==> src/rtl/ddr_tx_gearbox_if.sv <==
// rtl/ddr_tx_gearbox_if.sv - 32-bit word stream carrying payload into the DDR TX gearbox
interface ddr_tx_gearbox_if;
  logic [31:0] s_data;
  logic        s_valid;
  logic        s_ready;
  logic        s_last;

  modport master (
    output s_data,
    output s_valid,
    output s_last,
    input  s_ready
  );

  modport slave (
    input  s_data,
    input  s_valid,
    input  s_last,
    output s_ready
  );
endinterface

==> src/rtl/ddr_tx_gearbox.sv <==
// rtl/ddr_tx_gearbox.sv - word FIFO and byte-pair gearbox feeding the DDR output sampler; SYNC_WORD_EN adds a sync cycle ahead of each frame
module ddr_tx_gearbox #(
  parameter int         DEPTH     = 4,
  parameter logic [7:0] IDLE_BYTE = 8'h00,
  parameter logic [7:0] SYNC_B0   = 8'hBC,
  parameter logic [7:0] SYNC_B1   = 8'h3C
) (
  input  logic             clk,
  input  logic             rst,
  ddr_tx_gearbox_if.slave  stream,
  input  logic             clr_err,
  output logic [7:0]       data_1,
  output logic [7:0]       data_2,
  output logic             tx_active,
  output logic             underrun
);

  localparam int AW = $clog2(DEPTH);
  localparam int CW = AW + 1;
  localparam logic [CW-1:0] FULL = CW'(DEPTH);

`ifdef SYNC_WORD_EN
  typedef enum logic [1:0] {IDLE, SEND, SYNC} state_t;
`else
  typedef enum logic [1:0] {IDLE, SEND} state_t;
`endif

  // FIFO entries hold {last, data}
  logic [32:0]   mem [DEPTH];
  logic [AW-1:0] wr_ptr;
  logic [AW-1:0] rd_ptr;
  logic [CW-1:0] count;
  logic [CW-1:0] count_d;
  logic          wr_en;
  logic          pop;
  logic          fifo_empty;
  logic [32:0]   head;

  state_t        state;
  state_t        state_d;
  logic          phase;
  logic          phase_d;
  logic [31:0]   word;
  logic          word_last;
  logic [7:0]    data_1_d;
  logic [7:0]    data_2_d;
  logic          tx_d;
  logic          ur_set;

  assign wr_en      = stream.s_valid && stream.s_ready;
  assign fifo_empty = (count == '0);
  assign head       = mem[rd_ptr];

  // Occupancy after this cycle's write and pop; a simultaneous pair leaves it unchanged
  always_comb begin
    count_d = count;
    if (wr_en && !pop) begin
      count_d = count + 1'b1;
    end else if (!wr_en && pop) begin
      count_d = count - 1'b1;
    end
  end

  // FIFO storage; entries need no reset because the count gates every read
  always_ff @(posedge clk) begin
    if (wr_en) begin
      mem[wr_ptr] <= {stream.s_last, stream.s_data};
    end
  end

  // Pointers, count and registered ready; a full FIFO stays closed on the cycle it drains
  always_ff @(posedge clk) begin
    if (rst) begin
      wr_ptr         <= '0;
      rd_ptr         <= '0;
      count          <= '0;
      stream.s_ready <= 1'b0;
    end else begin
      if (wr_en) begin
        wr_ptr <= wr_ptr + 1'b1;
      end
      if (pop) begin
        rd_ptr <= rd_ptr + 1'b1;
      end
      count          <= count_d;
      stream.s_ready <= (count_d < FULL);
    end
  end

  // Next state, pop decision and the lane values for the following cycle
  always_comb begin
    state_d  = state;
    phase_d  = phase;
    pop      = 1'b0;
    data_1_d = IDLE_BYTE;
    data_2_d = IDLE_BYTE;
    tx_d     = 1'b0;
    ur_set   = 1'b0;
    case (state)
      IDLE: begin
        if (!fifo_empty) begin
          pop      = 1'b1;
          phase_d  = 1'b0;
`ifdef SYNC_WORD_EN
          state_d  = SYNC;
          data_1_d = SYNC_B0;
          data_2_d = SYNC_B1;
`else
          state_d  = SEND;
          data_1_d = head[7:0];
          data_2_d = head[15:8];
          tx_d     = 1'b1;
`endif
        end
      end
`ifdef SYNC_WORD_EN
      SYNC: begin
        state_d  = SEND;
        phase_d  = 1'b0;
        data_1_d = word[7:0];
        data_2_d = word[15:8];
        tx_d     = 1'b1;
      end
`endif
      SEND: begin
        if (!phase) begin
          phase_d  = 1'b1;
          data_1_d = word[23:16];
          data_2_d = word[31:24];
          tx_d     = 1'b1;
        end else if (!fifo_empty) begin
          pop      = 1'b1;
          phase_d  = 1'b0;
          data_1_d = head[7:0];
          data_2_d = head[15:8];
          tx_d     = 1'b1;
`ifdef SYNC_WORD_EN
          if (word_last) begin
            state_d  = SYNC;
            data_1_d = SYNC_B0;
            data_2_d = SYNC_B1;
            tx_d     = 1'b0;
          end
`endif
        end else begin
          // Starved: a word without last means the frame was cut short
          state_d = IDLE;
          phase_d = 1'b0;
          ur_set  = !word_last;
        end
      end
      default: begin
        state_d = IDLE;
        phase_d = 1'b0;
      end
    endcase
  end

  // State, word register, registered lanes and sticky underrun (set beats clear)
  always_ff @(posedge clk) begin
    if (rst) begin
      state     <= IDLE;
      phase     <= 1'b0;
      word      <= '0;
      word_last <= 1'b0;
      data_1    <= IDLE_BYTE;
      data_2    <= IDLE_BYTE;
      tx_active <= 1'b0;
      underrun  <= 1'b0;
    end else begin
      state     <= state_d;
      phase     <= phase_d;
      if (pop) begin
        word      <= head[31:0];
        word_last <= head[32];
      end
      data_1    <= data_1_d;
      data_2    <= data_2_d;
      tx_active <= tx_d;
      if (ur_set) begin
        underrun <= 1'b1;
      end else if (clr_err) begin
        underrun <= 1'b0;
      end
    end
  end

endmodule

==> src/flat_wrapper.sv <==
// flat-port wrapper written by rule: the top's interface ports become plain ports
module ddr_tx_gearbox_flat 
#(
  parameter int         DEPTH     = 4,
  parameter logic [7:0] IDLE_BYTE = 8'h00,
  parameter logic [7:0] SYNC_B0   = 8'hBC,
  parameter logic [7:0] SYNC_B1   = 8'h3C
)
  (clk, rst, clr_err, data_1, data_2, tx_active, underrun, stream_s_data, stream_s_valid, stream_s_last, stream_s_ready);
  ddr_tx_gearbox_if stream_i ();
  input  logic clk;
  input  logic rst;
  input  logic clr_err;
  output logic [7:0] data_1;
  output logic [7:0] data_2;
  output logic tx_active;
  output logic underrun;
  input wire logic [$bits(stream_i.s_data)-1:0] stream_s_data;
  input wire logic [$bits(stream_i.s_valid)-1:0] stream_s_valid;
  input wire logic [$bits(stream_i.s_last)-1:0] stream_s_last;
  output wire logic [$bits(stream_i.s_ready)-1:0] stream_s_ready;
  assign stream_i.s_data = stream_s_data;
  assign stream_i.s_valid = stream_s_valid;
  assign stream_i.s_last = stream_s_last;
  assign stream_s_ready = stream_i.s_ready;
  ddr_tx_gearbox #(.DEPTH(DEPTH), .IDLE_BYTE(IDLE_BYTE), .SYNC_B0(SYNC_B0), .SYNC_B1(SYNC_B1)) u_core (.clk(clk), .rst(rst), .stream(stream_i), .clr_err(clr_err), .data_1(data_1), .data_2(data_2), .tx_active(tx_active), .underrun(underrun));
endmodule
==> config.mk <==
export PLATFORM = sky130hd
export DESIGN_NAME = ddr_tx_gearbox_flat
export DESIGN_NICKNAME = d
export VERILOG_FILES = /design/src/rtl/ddr_tx_gearbox_if.sv /design/src/rtl/ddr_tx_gearbox.sv /design/src/flat_wrapper.sv
export SDC_FILE = /design/constraint.sdc
export NUM_CORES = 1
export LEC_CHECK = 0
export ABC_AREA = 1
export CAP_MARGIN = 20
export CORE_UTILIZATION = 33
export DETAILED_ROUTE_END_ITERATION = 10
export SLEW_MARGIN = 20
export SYNTH_ARGS = -nofsm -noshare
export SYNTH_HDL_FRONTEND = slang
export SYNTH_SLANG_ARGS = --single-unit
==> constraint.sdc <==
create_clock -name clk -period 3 [get_ports clk]
set_input_delay 0.9 -clock clk [delete_from_list [all_inputs] [get_ports clk]]
set_output_delay 0.9 -clock clk [all_outputs]
set_load 0.02 [all_outputs]
After elaboration in Yosys (flattened, before gate mapping)
Memories as Yosys holds them, arrays and structs flattened. A register that Yosys moved wholly into a read port is not among the register bits.
Cells that the tools add are included.
{"block": "totals", "ram_bits": 132, "in_bits": 37, "reg_bits": 62, "memories": 1}
{"memory": "u_core.mem", "depth": 4, "width": 33, "read_ports": 1, "rd_clocked_by_memory_dff": 1, "write_ports": 1, "line_no": "ddr_tx_gearbox.sv:29", "source": "logic [32:0] mem [DEPTH];"}
{"block": "op_classes", "n_addsub": 4, "order_cmp": 1, "n_reduce_logical": 10, "n_eq_ne": 4, "mux": 29}
{"operator": "2-to-1 mux 8 bit", "n": 4}
{"operator": "case mux 8 bit (2 select lines)", "n": 2}
{"operator": "2-to-1 mux 1 bit", "n": 12}
{"operator": "2-to-1 mux 2 bit", "n": 5}
{"operator": "2-to-1 mux 3 bit", "n": 2}
{"operator": "case mux 1 bit (2 select lines)", "n": 3}
{"operator": "adder 2 x 1 -> 2 bit, second input constant", "n": 2}
{"operator": "inequality test 2 x 1 -> 1 bit, second input constant", "n": 2}
{"operator": "case mux 2 bit (2 select lines)", "n": 1}
{"operator": "adder 3 x 1 -> 3 bit, second input constant", "n": 1}
{"operator": "logical AND 1 bit", "n": 3}
{"operator": "zero test 1 bit", "n": 3}
{"operator": "zero test 3 bit", "n": 1}
{"operator": "less-than comparator 3 bit, second input constant", "n": 1}
{"operator": "AND reduction 3 bit", "n": 1}
{"operator": "subtractor 3 x 1 -> 3 bit, second input constant", "n": 1}
{"operator": "== test 2 x 1 -> 1 bit, second input constant", "n": 1}
{"operator": "zero test 2 bit", "n": 1}
{"operator": "inequality test 2 bit, second input constant", "n": 1}
{"operator": "nonzero test 2 bit", "n": 1}

Longest topological paths before layout
Gate-level depths: netlist of run 1.
{"block": "logic_depth", "depth_word": 8, "mapped_depth": 12}

Least setup slack after synthesis of run 1
No wires, ideal clock.
{"block": "synth_timing", "path_kind": "input to register", "from": "in stream_s_valid", "to": "mem u_core.mem[0][0], enable pin", "n_path_buf": 0, "arrival_ns": 2.493, "slack_ns": 0.084, "t_required_ns": 2.577, "stages": 2, "cell_sequence": "nand2_1 nor2_1"}
{"block": "synth_via", "elab_chain_len": 3}
{"element": "start, declared", "line_no": "flat_wrapper.sv:19", "source": "input wire logic [$bits(stream_i.s_valid)-1:0] stream_s_valid;"}
{"element": "logical AND 1 bit", "line_no": "ddr_tx_gearbox.sv:50", "source": "assign wr_en = stream.s_valid && stream.s_ready;"}
{"element": "2-to-1 mux 1 bit", "line_no": "ddr_tx_gearbox.sv:66", "source": "if (wr_en) begin"}
{"element": "2-to-1 mux 1 bit (not written as such)", "line_no": "ddr_tx_gearbox.sv:67", "source": "mem[wr_ptr] <= {stream.s_last, stream.s_data};"}
{"element": "end, declared", "line_no": "ddr_tx_gearbox.sv:29"}
No other way between the ends.

Worst setup path after layout of run 1
{"block": "layout_timing", "from": "reg u_core.data_2[6]", "to": "out data_2[6]"}
{"element": "start, declared", "line_no": "ddr_tx_gearbox.sv:13", "source": "output logic [7:0] data_2,"}
{"element": "start signal, assigned", "line_no": "ddr_tx_gearbox.sv:178", "source": "data_2 <= data_2_d;"}
{"element": "end, declared", "line_no": "flat_wrapper.sv:15", "source": "output logic [7:0] data_2;"}
No word-level cell between the ends.

==> results.cfg, run 1 <==
[outcome]
outcome = finished, final reports clean

[layout]
fill_cells = 2011
nNetsFinal = 756
syn_to_final_growth_pct = 20.5
ff_latch_area_um2 = 4910
drive_gt1_frac = 0.0747
num_antenna_cells = 0
multi_input_area_um2 = 1740

[setup_path]
crit_fanout = 1
crit_buf_inv = 1
crit_type = reg -> out
cpPeakStageDelay_ps = 600
required_ps = 2100
crit_path_start_kind = flop
path_delay_family = buffers and inverters
crit_path_top_delay_cell = clkdlybuf4s50_1
worstPathArrival_ps = 1350
worstPathCellList = clkdlybuf4s50_1
crit_path_end_kind = output port

[clock_network]
tritoncts = yes
ctsHoldBuffers = 0
cts.clk_slew.worst_paths_ps = 60
clock_sinks = 179
cts_setup_buffers = 0
cts_root_buffer = clkbuf_16
cts.repair.resized = 0
htree_levels = 4
clkLatencyLatePin_ps = 430
cts_buffers = 17
clk_path_buf_depth = 2

[power_and_ir_drop]
p_leak_uw = 0.00318
switching_share = 0.332
power_frac_clock = 0.289
ir_worst_vdd_mv = 0.499
p_sw_uw = 2510
p_int_uw = 5060
powerDensity_nw_per_um2 = 891
p_comb_frac = 0.288
power.total_uw = 7560
power_frac_seq = 0.423

[grt]
grt_pass1_vias = 4306
grt_pass1_wl_um = 22900
grt_overflow_total = 0
grt_max_degree = 84
grt_usage = 0.140
grt_antenna_before_repair = 0

[floorplan]
die_w_um = 148
num_rows = 53
start_util = 0.336
io_pins = 56
die_area_um2 = 21900
coreArea_um2 = 21000
dieHeight_um = 148

[timing]
setup_violations = 0
finalClockSkew_ps = 9.47
relSlewSlack = 0.417
fin_crit_ps = 2250
fmax_mhz = 444
worst_pin_slew_ps = 874
hold_violations = 0
fin_setup_tns_ps = 0
rsz0062_at_grt = no
slew_viol_final = 0
period_share = 0.751

[placement]
io_buffers = 55
place_congestion = 0.780
hpwl_um = 8140

[synthesis]
synth_top_area_share = 0.563
yosysSeqAreaShare = 0.696
syn_area_per_cell_um2 = 10.7
synth_top_cell_by_area = edfxtp_1
synth.yosys.warnings = 0
synth.area.top_cells = edfxtp_1 56%, dfxtp_1 13%, nand2_1 7.6%
synth.net_count = 704
synth-seq-cells = 179
synthCells = 658
syn_area_um2 = 7040
yosysUniqueCellTypes = 22

[route]
viasPerCell = 4.42
drtIter0Drc = 315
wire_per_inst_um = 14.2
drc = 0
dr_total_vias = 4407
dr.pass1.iters = 5
ant_nets = 0
wirelength_um = 14200

[hold_path]
hp-class = reg -> reg

[job]
maxCapViolCount = 0
## through the flow
stage	area (um^2)	utilization	hold WS [ps]	setup WS, ps	cells
2_1_floorplan	7040	-	445	84.2	658
3_3_place_gp	7900	0.377	461	657	966
5_1_grt	8490	0.405	490	682	998
4_1_cts	8490	0.405	473	721	998
3_5_place_dp	7900	0.377	467	641	966
6_report	8490	0.405	470	748	998
## state kept, by name (all words and copies together), names as in the netlist, named ones only
signal	count
u_core.count	2
u_core.underrun	1
u_core.data_2	8
u_core.word	16
u_core.mem	132
u_core.phase	1
u_core.wr_ptr	2
u_core.rd_ptr	2
u_core.state	1
u_core.tx_active	1
u_core.stream.s_ready	1
u_core.word_last	1
u_core.data_1	8
## Yosys cell counts
| library cell | count |
|---|---|
| edfxtp_1 | 132 |
| o21ai_1 | 1 |
| clkbuf_1 | 9 |
| a21oi_1 | 28 |
| nand2_1 | 142 |
| o21ai_0 | 21 |
| nand3_1 | 67 |
| buf_4 | 9 |
| inv_2 | 2 |
| inv_1 | 56 |
| ha_1 | 9 |
| or2_2 | 3 |
| nand3b_1 | 1 |
| buf_6 | 5 |
| nor2_1 | 111 |
| buf_2 | 9 |
| inv_4 | 1 |
| nand2_2 | 2 |
| nand2_4 | 1 |
| dfxtp_1 | 47 |
| o21bai_1 | 1 |
| nand4_1 | 1 |
## path summary, 6_finish.rpt
path | from | to | slack [ps] | cells past startpoint
hold / removal | u_core.word[31]$_SDFFE_PP0N_ | u_core.data_2[7]$_SDFF_PP0_ | 470 | 2
setup reg to reg | u_core.count[0]$_SDFFE_PP0P_ | u_core.count[0]$_SDFFE_PP0P_ | 1060 | 9
setup / recovery | u_core.data_2[6]$_SDFF_PP0_ | data_2[6] | 750 | 1
hold reg to reg | u_core.word[31]$_SDFFE_PP0N_ | u_core.data_2[7]$_SDFF_PP0_ | 470 | 2
## power groups by stage
stage	Clock, uW	Combinational, uW	Sequential, uW
floorplan	0	1510	3340
global placement	0	2180	3240
detailed placement	0	2200	3250
CTS	2240	2210	3200
global route	2360	2480	3240
finish	2190	2180	3200
## cells in the final DEF, fill, tap and decap left out, types with 2 or more instances in the layout
cell and n:
nand2_1 142, edfxtp_1 132, nor2_1 107, nand3_1 67
inv_1 56, clkdlybuf4s50_1 55, dfxtp_1 46, a21oi_1 28
o21ai_0 21, clkbuf_16 17, ha_1 9, buf_4 5
buf_12 5, nor2_4 4, or2_2 3, clkinv_2 3
inv_6 3, inv_2 2, nand2_2 2, clkinv_4 2
inv_8 2, bufinv_16 2
## final cells by class
| type | count | share of cell area |
|---|---|---|
| clock buffer | 18 | 0.0506 |
| inverter | 59 | 0.0264 |
| clock inverter | 14 | 0.0180 |
| sequential | 179 | 0.578 |
| tap | 275 | 0.0405 |
| multi-input combinational | 388 | 0.205 |
| timing repair buffer | 65 | 0.0811 |
## worst reg2reg max path, cell delays in order (launching register included)
cell	delay, ps
dfxtp_1	370
inv_1	90
ha_1	210
nand2_2	110
nand2_4	80
inv_4	330
ha_1	370
inv_1	100
nand3_1	80
a21oi_1	120
## routing by layer
layer / track usage / wire length [um] / up-vias
met5: 0 / 0 / -
met4: 0.0418 / 158 / 0
met3: 0.0396 / 622 / 12
met2: 0.233 / 6970 / 86
met1: 0.177 / 6440 / 2041
li1: - / - / 2268
## cell families after synthesis
family / count (synthesis) / share of synthesized area
adders and majority gates: 9 / 0.0160
buffers and inverters: 91 / 0.0606
and+or+nand+nor: 328 / 0.190
AOI/OAI and AO/OA: 51 / 0.0366
DFF: 179 / 0.696
Note: power is estimated with default switching activity, not from simulation.
==> inputs of run 2 (changes only) <==
clock period = 2.15 ns   (was 3 ns; I/O delays follow)
==> results.cfg, run 2 (synthesized netlist as in run 1, its figures left out) <==
[power_and_ir_drop]
powerDensity_nw_per_um2 = 1240
p_leak_uw = 0.00322
power.total_uw = 10700
ir_worst_vdd_mv = 0.589

[clock_network]
clkLatencyLatePin_ps = 430
clk_path_buf_depth = 2
cts.repair.resized = 0
cts_buffers = 17
cts.clk_slew.worst_paths_ps = 70
tritoncts = yes
htree_levels = 4
cts_root_buffer = clkbuf_16
clock_sinks = 179
cts_setup_buffers = 0
ctsHoldBuffers = 0

[setup_path]
ff2ff_path_depth = 8
crit_type = reg -> out
worstPathCellList = clkdlybuf4s50_1
crit_path_end_kind = output port
timing.reg2reg.setup_slack_ps = 370
crit_path_top_delay_cell = clkdlybuf4s50_1
crit_fanout = 2
rr_endpoint = u_core.data_2[4]$_SDFF_PP0_
crit_buf_inv = 1
required_ps = 1500
worstPathArrival_ps = 1340
crit-reg2reg-launch = u_core.count[0]$_SDFFE_PP0P_
cpPeakStageDelay_ps = 590
path_delay_family = buffers and inverters
crit_path_start_kind = flop

[layout]
final_cell_mix = 142 x nand2_1, 132 x edfxtp_1, 107 x nor2_1, 67 x nand3_1, 56 x inv_1
syn_to_final_growth_pct = 22.0
fill_cells = 2034
layout_commonest_cell = nand2_1
nNetsFinal = 763
regMostFlops = u_core.mem
largest_reg_flops = 132
top_regs = u_core.mem (132), u_core.word (16)
num_antenna_cells = 0
drive_gt1_frac = 0.0836

[placement]
place_congestion = 0.795
hpwl_um = 8840
io_buffers = 55
dp_slack_ps = 58.8

[route]
dr.pass1.iters = 5
wirelength_um = 14500
drtIter0Drc = 283
dr_total_vias = 4494
ant_nets = 0
wire_per_inst_um = 14.5
drc = 0
viasPerCell = 4.47

[job]
maxCapViolCount = 0

[timing]
rsz0062_at_grt = no
slew_viol_final = 0
hold_violations = 0
fmax_mhz = 503
worst_slack_ps = 163
period_share = 0.924
setup_violations = 0
relSlewSlack = 0.595
worst_pin_slew_ps = 607
fin_setup_tns_ps = 0
fin_crit_ps = 1990
finalClockSkew_ps = 12.0

[floorplan]
die_area_um2 = 21900
die_w_um = 148
dieHeight_um = 148
start_util = 0.336
num_rows = 53
coreArea_um2 = 21000
io_pins = 56

[grt]
grt_pass1_vias = 4346
grt_pass1_wl_um = 23300
grt_antenna_before_repair = 0
grt_max_degree = 68
grt_usage = 0.142
grt_overflow_total = 0

[hold_path]
hold_depth = 2
whs_endpoint = u_core.underrun$_SDFFE_PP0P_
hp-class = reg -> reg
worstHoldStart = u_core.underrun$_SDFFE_PP0P_

[outcome]
outcome = finished, final reports clean
[run 2: routing by layer]
layer	track usage	wire length, um	part of all wire
met1	0.176	6280	0.43
met2	0.240	7340	0.51
met3	0.0340	767	0.053
met4	0.0485	144	0.0099
met5	0	0	0
[run 2: worst register-to-register path, cell delays in order (launching register included)]
cell and delay, ps:
dfxtp_1 360, inv_1 90, ha_1 220, nand2_2 110
nand2_4 80, inv_4 70, buf_12 240, nand3_1 200
a21oi_1 290
[run 2: per-stage QoR]
| stage | hold slack, ps | util | area [um^2] | instances |
|---|---|---|---|---|
| final | 462 | 0.410 | 8590 | 1005 |
| after global routing | 485 | 0.410 | 8590 | 1005 |
| after CTS | 470 | 0.410 | 8590 | 1005 |
| after detailed placement | 462 | 0.382 | 8010 | 973 |
| after global placement | 453 | 0.382 | 8010 | 973 |
| after floorplan | 445 | - | 7040 | 658 |
[run 2: power by group]
group | total, uW | internal, uW | leakage, uW | switching, uW
registers | 4500 | 4270 | 0.00158 | 232
clock network | 3030 | 1770 | 0.000268 | 1260
logic | 3120 | 1150 | 0.00136 | 1970
total | 10700 | 7190 | 0.00322 | 3470
[run 2: cell type report]
type	instances	area [um^2]	area share
Inverter	59	224	0.0261
Clock buffer	20	457	0.0531
Tap cell	275	344	0.0400
Timing Repair Buffer	72	791	0.0920
Sequential cell	179	4910	0.571
Clock inverter	12	131	0.0153
Multi-Input combinational cell	388	1740	0.203
[run 2: worst max-delay path by stage]
stage          slack (ps)  cells past startpoint                                to                        startpoint
6_report              160                      1                    stream_s_ready  u_core.stream.s_ready$_SDFF_PP0_
5_1_grt               100                      1                    stream_s_ready  u_core.stream.s_ready$_SDFF_PP0_
4_1_cts               140                      1                    stream_s_ready  u_core.stream.s_ready$_SDFF_PP0_
3_5_place_dp           60                      5       u_core.mem[2][19]$_DFFE_PP_                    stream_s_valid
3_3_place_gp           60                      7  u_core.stream.s_ready$_SDFF_PP0_                    stream_s_valid
2_1_floorplan        -510                      2        u_core.mem[0][0]$_DFFE_PP_                    stream_s_valid
==> inputs of run 3 (changes only) <==
CORE_UTILIZATION = 58   (was 33)
PLACE_DENSITY = 0.79   (was not set)
==> results.cfg, run 3 (synthesized netlist as in run 1, its figures left out) <==
[timing]
fin_hold_ws_ps = 466
fmax_mhz = 495
slew_viol_final = 0
relSlewSlack = 0.621
finalClockSkew_ps = 7.74
worst_slack_ps = 130
rsz0062_at_grt = no
fin_crit_ps = 2020
worst_pin_slew_ps = 568
setup_violations = 0
period_share = 0.940
hold_violations = 0

[grt]
grt_pass1_wl_um = 23600
grt_usage = 0.252
grt_antenna_before_repair = 0
grt_max_degree = 84
grt_overflow_total = 0
grt_pass1_vias = 4866

[setup_path]
worstPathCellList = clkdlybuf4s50_1
ff2ff_path_depth = 9
timing.reg2reg.setup_slack_ps = 430
required_ps = 1500
crit_path_top_delay_cell = clkdlybuf4s50_1
crit_type = reg -> out
cpPeakStageDelay_ps = 620
crit-reg2reg-launch = u_core.count[0]$_SDFFE_PP0P_
worstPathArrival_ps = 1380
rr_endpoint = u_core.count[0]$_SDFFE_PP0P_
crit_path_start_kind = flop
path_delay_family = buffers and inverters
crit_path_end_kind = output port
crit_buf_inv = 1
crit_fanout = 1

[placement]
dp_slack_ps = 7.73
io_buffers = 55
dp.cells = 845
place_congestion = 0.773
hpwl_um = 8900

[layout]
top_regs = u_core.mem (132), u_core.word (16)
final_cells = 877
num_antenna_cells = 0
nNetsFinal = 767
syn_to_final_growth_pct = 20.0
regMostFlops = u_core.mem
largest_reg_flops = 132
fill_cells = 794
final_cell_mix = 142 x nand2_1, 132 x edfxtp_1, 107 x nor2_1, 67 x nand3_1, 56 x inv_1
layout_commonest_cell = nand2_1
drive_gt1_frac = 0.0886

[floorplan]
num_rows = 39
io_pins = 56
die_w_um = 112
die_area_um2 = 12600
dieHeight_um = 112
coreArea_um2 = 11600
start_util = 0.606

[clock_network]
cts_setup_buffers = 0
tritoncts = yes
cts_root_buffer = clkbuf_16
htree_levels = 4
clkLatencyLatePin_ps = 430
cts_buffers = 17
clk_path_buf_depth = 2
cts.clk_slew.worst_paths_ps = 60
ctsHoldBuffers = 0
cts.repair.resized = 0
clock_sinks = 179

[route]
dr.pass1.iters = 8
viasPerCell = 5.50
drtIter0Drc = 401
wire_per_inst_um = 16.6
ant_nets = 0
wirelength_um = 14500
drc = 4
dr_total_vias = 4820

[job]
maxCapViolCount = 0

[hold_path]
hp-class = reg -> reg
hold_depth = 2
worstHoldStart = u_core.underrun$_SDFFE_PP0P_
whs_endpoint = u_core.underrun$_SDFFE_PP0P_

[power_and_ir_drop]
p_leak_uw = 0.00327
ir_worst_vdd_mv = 0.896
powerDensity_nw_per_um2 = 1280

[outcome]
outcome = finished, violations left
violations = design-rule violations
==> run 3: cell types whose count changed in the layout (fill, tap and decap cells not counted), sizes merged <==
cell / before / now
clkinvlp: 6 / 0
clkinv: 3 / 9
clkbuf: 20 / 19
bufinv: 2 / 3
buf: 17 / 21
==> run 3: worst max path at each step <==
stage                                             from                           to  slack [ps]  cells past startpoint
after global placement                  stream_s_valid  u_core.mem[2][32]$_DFFE_PP_          10                      5
after global routing      u_core.underrun$_SDFFE_PP0P_                     underrun          70                      1
final                      u_core.data_1[3]$_SDFF_PP0_                    data_1[3]         130                      1
after CTS                  u_core.data_1[3]$_SDFF_PP0_                    data_1[3]         120                      1
after floorplan                         stream_s_valid   u_core.mem[0][0]$_DFFE_PP_        -510                      2
after detailed placement                stream_s_valid  u_core.mem[2][24]$_DFFE_PP_           8                      5
==> run 3: metal layers <==
| layer | up-vias | share of wire | track usage |
|---|---|---|---|
| met5 | - | 0 | 0 |
| met4 | 0 | 0.020 | 0.124 |
| met3 | 25 | 0.066 | 0.0572 |
| met2 | 193 | 0.54 | 0.449 |
| met1 | 2305 | 0.38 | 0.287 |
| li1 | 2297 | - | - |
==> run 3: report_power, final <==
part	internal [uW]	leakage [uW]	switching, uW	total (uW)
Clock	1880	0.000302	1260	3140
Sequential	4270	0.00158	222	4490
Combinational	1150	0.00138	2070	3220
Total	7300	0.00327	3540	10800
==> run 3: metrics by stage <==
stage / setup TNS, ps / total power (uW) / area, um^2 / util
4_1_cts: 0 / 10900 / 8450 / 0.727
5_1_grt: 0 / 11400 / 8450 / 0.727
3_3_place_gp: 0 / 7570 / 7840 / 0.675
3_5_place_dp: 0 / 7710 / 7840 / 0.675
2_1_floorplan: -67430 / 6770 / 7040 / -
6_report: 0 / 10800 / 8450 / 0.727
==> run 3: cell type report <==
cell class | instances | area (um^2) | share of cell area
sequential | 179 | 4910 | 0.581
timing repair buffer | 76 | 808 | 0.0957
inverter | 59 | 224 | 0.0265
tap | 143 | 179 | 0.0212
clock buffer | 19 | 453 | 0.0536
clock inverter | 13 | 156 | 0.0185
multi-input combinational | 388 | 1720 | 0.204
